### config.mk
export PLATFORM = sky130hd
export DESIGN_NAME = mux_2_to_1
export DESIGN_NICKNAME = d
export VERILOG_FILES = /design/src/rtl/mux_2_to_1.sv
export SDC_FILE = /design/constraint.sdc
export NUM_CORES = 1
export LEC_CHECK = 0
export BUFFER_PORTS_ARGS = -buffer_cell sky130_fd_sc_hd__buf_2
export CAP_MARGIN = 20
export CORE_MARGIN = 2
export CORE_UTILIZATION = 40
export CTS_BUF_LIST = sky130_fd_sc_hd__clkbuf_4
export CTS_CLUSTER_DIAMETER = 60
export CTS_CLUSTER_SIZE = 24
export DETAILED_ROUTE_END_ITERATION = 6
export SYNTH_ARGS = -nofsm -noshare
export SYNTH_HDL_FRONTEND = slang
export SYNTH_SLANG_ARGS = --single-unit
### constraint.sdc
create_clock -name clk -period 0.8 [get_ports clk]
set_clock_uncertainty 0.1 [all_clocks]
set_input_delay 0.08 -clock clk [delete_from_list [all_inputs] [get_ports clk]]
set_output_delay 0.08 -clock clk [all_outputs]
set_load 0.1 [all_outputs]
### src/rtl/mux_2_to_1.sv
// -----------------------------------------------------------------------------
// mux_2_to_1
//
// Registered 4-bit ALU for the CPU core datapath. Sel picks one of four
// operations on two unsigned 4-bit operands; the result and a flag bit are
// captured on every rising clk edge (one-cycle latency, one op per cycle,
// no handshake).
//
// Ports:
//   clk   in   1   system clock, rising-edge active
//   rst   in   1   asynchronous active-high reset, clears out/cout
//   A     in   4   operand A, unsigned
//   B     in   4   operand B, unsigned
//   Sel   in   2   00 add, 01 subtract, 10 multiply, 11 divide
//   out   out  16  registered result, unused upper bits zero
//   cout  out  1   registered carry / borrow / divide-by-zero flag
// -----------------------------------------------------------------------------
module mux_2_to_1 (
   input  logic        clk,
   input  logic        rst,
   input  logic [3:0]  A,
   input  logic [3:0]  B,
   input  logic [1:0]  Sel,
   output logic [15:0] out,
   output logic        cout
);

   typedef enum logic [1:0] {
      OP_ADD = 2'b00,
      OP_SUB = 2'b01,
      OP_MUL = 2'b10,
      OP_DIV = 2'b11
   } op_e;

   logic [4:0]  sum;
   logic [3:0]  diff;
   logic [7:0]  prod;
   logic [3:0]  quot;
   logic [3:0]  rem;
   logic        div_zero;

   logic [15:0] next_out;
   logic        next_cout;

   // Arithmetic kernels, all evaluated in parallel; Sel only steers the result.
   assign sum      = {1'b0, A} + {1'b0, B};
   assign diff     = A - B;                     // wraps mod 16
   assign prod     = {4'b0, A} * {4'b0, B};
   assign div_zero = (B == 4'd0);
   // The divider is fed a safe divisor of 1 when B is zero so it never sees a
   // zero divisor; its outputs are ignored in that case anyway.
   assign quot     = A / (div_zero ? 4'd1 : B);
   assign rem      = A % (div_zero ? 4'd1 : B);

   // NOTE: every output of this block is assigned a default before the case,
   // so no path leaves a value unassigned and no latch is inferred.
   always_comb begin
      next_out  = 16'h0000;
      next_cout = 1'b0;
      unique case (op_e'(Sel))
         OP_ADD: begin
            next_out  = {12'h000, sum[3:0]};
            next_cout = sum[4];
         end
         OP_SUB: begin
            next_out  = {12'h000, diff};
            next_cout = (A < B);                 // borrow
         end
         OP_MUL: begin
            next_out  = {8'h00, prod};
         end
         OP_DIV: begin
            if (div_zero) begin
               // Error result: dividend echoed in the remainder slot, all-ones quotient.
               next_out  = {4'h0, A, 4'h0, 4'hF};
               next_cout = 1'b1;
            end else begin
               next_out  = {4'h0, rem, 4'h0, quot};
            end
         end
         default: begin
            next_out  = 16'h0000;
            next_cout = 1'b0;
         end
      endcase
   end

   // NOTE: sequential state uses non-blocking assignments so all registers
   // update together from values sampled at the same edge.
   always_ff @(posedge clk or posedge rst) begin
      if (rst) begin
         out  <= 16'h0000;
         cout <= 1'b0;
      end else begin
         out  <= next_out;
         cout <= next_cout;
      end
   end

endmodule

==> reports/qor.csv <==
metric,value,unit
outcome,"complete, but fails checks",
violations,"hold timing, setup timing",
clk_pin_slew,0.07,ns
synthArstFlopShare,1.00,
hpwlAfterDp,3.88,mm
synth_area,1840,um2
synth_top_area_cell,ha_1,
synthXorXnorAreaFrac,0.0381,
hold_ws,-0.286,ns
ctsRootBufferMaster,clkbuf_4,
drive_above_1_share,0.515,
numClockSinks,13,
fp.dieH,71.8,um
ant_nets,0,
finalHoldViolations,13,
cts_tree,yes,
rsz0062_at_grt,yes,
post-route-util,0.680,
synth-seq-cells,13,
synth_mux_area_frac,0.0361,
min_path_type,primary input to async pin,
cts_buffer_depth,2,
critPathMaxStageDelay,0.38,ns
power_density,1380,nW/um2
yosysWarnings,0,
finalSetupViolCount,26,
fillers,345,
core_area,4380,um2
crit_path_end_kind,flip-flop,
post-place-cells,342,
crit_required,0.87,ns
finalWirelength,4.80,mm
wl_per_cell,13.4,um
grt_max_degree,16,
crit_arrival,3.40,ns
dieArea,5150,um2
ir_worst_vdd,0.594,mV
synth_top_family_by_area,adder cells,
synth_adder_area_share,0.267,
synth.distinct_cells,51,
fmax,301,MHz
synth-simple-area-share,0.184,
crit_fanout,5,
yosysTopAreaCellShare,0.191,
stdcell_count,357,
row_count,24,
postSynthCellCount,214,
initial_core_util,0.419,
numCtsBuffers,3,
finalCritPeriodShare,4.16,
worstSetupPathType,primary input to flip-flop,
synth-main-ff-cell,dfrtp_1,
cp_slowest_cell,or3_4,
synth_edf_count,0,
fin_crit,3.33,ns
die_x,71.8,um
synth_compound_area_frac,0.188,
layout.nets,353,
synth.avg_cell_area,8.58,um2
cts-htree-levels,1,
routabilityCongestion,0.836,
worst_slack,-2.53,ns
io_buffer_count,24,
synth.top_cells.by_area,"ha_1 (19%), dfrtp_1 (18%), fa_1 (7.6%), inv_1 (6.3%), a21oi_1 (4.1%)",
groute.usage.overall,0.200,
p_leak,1.44,nW
diodes,0,
pin_count,29,
place_ws,-2.93,ns
path_cells,buf_6 -> or3_4 -> and2_4 -> ha_4 -> buf_6 -> a32oi_2 -> o21a_1 -> ha_4 -> nand4b_1 -> o221a_4 -> nor2_4 -> mux2_4 -> ha_4 -> nand2_2 -> o21ai_4 -> and2_4 -> nor2_1 -> a211oi_1,
firstDrtPassIters,4,
crit_top_cell,ha_4,
vias,1799,
first_iter_violations,73,
grt_pass1_wl,8.12,mm
syn2layout_area_growth,62.4,%
viasPerCell,5.04,
drc,0,
maxCapViolations,0,
first_global_vias,1793,
grt.overflow.total,0,
ys_seq_area_frac,0.177,
antenna_found_initial,0,
cp-start-kind,primary input,
drv_slew,0,
## power by group
part / switching, mW / internal [mW]
logic: 1.54 / 1.30
registers: 0.0634 / 0.781
clock network: 0.191 / 0.227
## placed cells by master, fill, tap and decap left out, types with 3 or more instances in the layout
cell and instances:
buf_4 62, inv_1 28, ha_1 20, buf_12 13
dfrtp_4 12, nand2_1 11, nor2_1 11, a21oi_1 10
buf_6 9, buf_2 9, ha_4 7, o21ai_0 6
nand2b_1 6, xnor2_1 6, fa_1 5, a21oi_2 4
and2_1 4, a21o_1 4, o21ai_1 4, conb_1 4
clkbuf_4 4, nor2b_1 3, nor3_1 3, nand3_1 3
nor3b_1 3, a31oi_1 3
## per-layer routing
metal	global-route usage	part of all wire
met1	0.244	0.45
met2	0.364	0.51
met3	0.0183	0.029
met4	0.0692	0.017
met5	0	0
## sequential cells by signal, summed over array words and instances (netlist names)
| register | cells |
|---|---|
| cout | 1 |
| out | 12 |
## what timing repair did
action	4_1_cts	5_1_grt
cloned	0	0
gates resized for setup	25	7
setup endpoints to repair	26	26
buffers inserted	9	2
endpoints found under the hold margin	13	13
pin swaps	16	3
## critical path, delay by kind of cell
kind / cells / cell delay, ns
mux: 1 / 0.32
fa+ha+maj: 3 / 0.87
simple gates: 7 / 1.02
buf+inv: 2 / 0.18
compound gates: 5 / 0.93
## synthesized netlist by cell type, types with 2 or more instances
library cell   n
inv_1         31
ha_1          28
a21oi_1       15
nor2_1        14
dfrtp_1       13
nand2_1       13
o21ai_0       12
fa_1           7
nand2b_1       6
xnor2_1        6
and2_1         5
a21o_1         4
buf_4          4
a31oi_1        3
and2_2         3
nand3_1        3
nor2b_1        3
nor3_1         3
nor3b_1        3
and3_2         2
clkbuf_1       2
clkbuf_8       2
mux4_2         2
o31ai_1        2
xor2_1         2
## path summary, 6_finish.rpt
kind,startpoint,endpoint,slack [ns],cells past startpoint
worst min-delay path,rst,cout,-0.29,2
worst max-delay path,B[1],out[8],-2.53,18
max in group asynchronous,rst,out[10],0.53,2
min in group clk,Sel[0],cout,0.07,3
## layout make-up
| type | count | area [um2] | share of cell area |
|---|---|---|---|
| multi-input cells | 163 | 1510 | 0.505 |
| well taps | 52 | 65.1 | 0.0218 |
| repair buffers | 94 | 887 | 0.297 |
| clock buffers | 4 | 30.0 | 0.0101 |
| inverters | 31 | 123 | 0.0411 |
| flip-flops and latches | 13 | 370 | 0.124 |
## cell families after synthesis
group                    count (synthesis)
AND/OR/NAND/NOR                         61
AO/OA/AOI/OAI                           51
adder cells (fa/ha/maj)                 35
buffers and inverters                   41
XOR/XNOR                                 8
flip-flops                              13
other                                    1
multiplexers                             4
## metrics by stage
| stage | instance area (um2) | power [mW] | setup TNS [ns] |
|---|---|---|---|
| final | 2980 | 4.10 | -27.64 |
| after global routing | 2980 | 4.38 | -29.29 |
| after CTS | 2940 | 4.07 | -27.57 |
| after detailed placement | 2740 | 3.45 | -28.35 |
| after global placement | 2740 | 3.41 | -28.00 |
| after floorplan | 2000 | 2.51 | -24.25 |
Power figures use the tool's default switching activity.
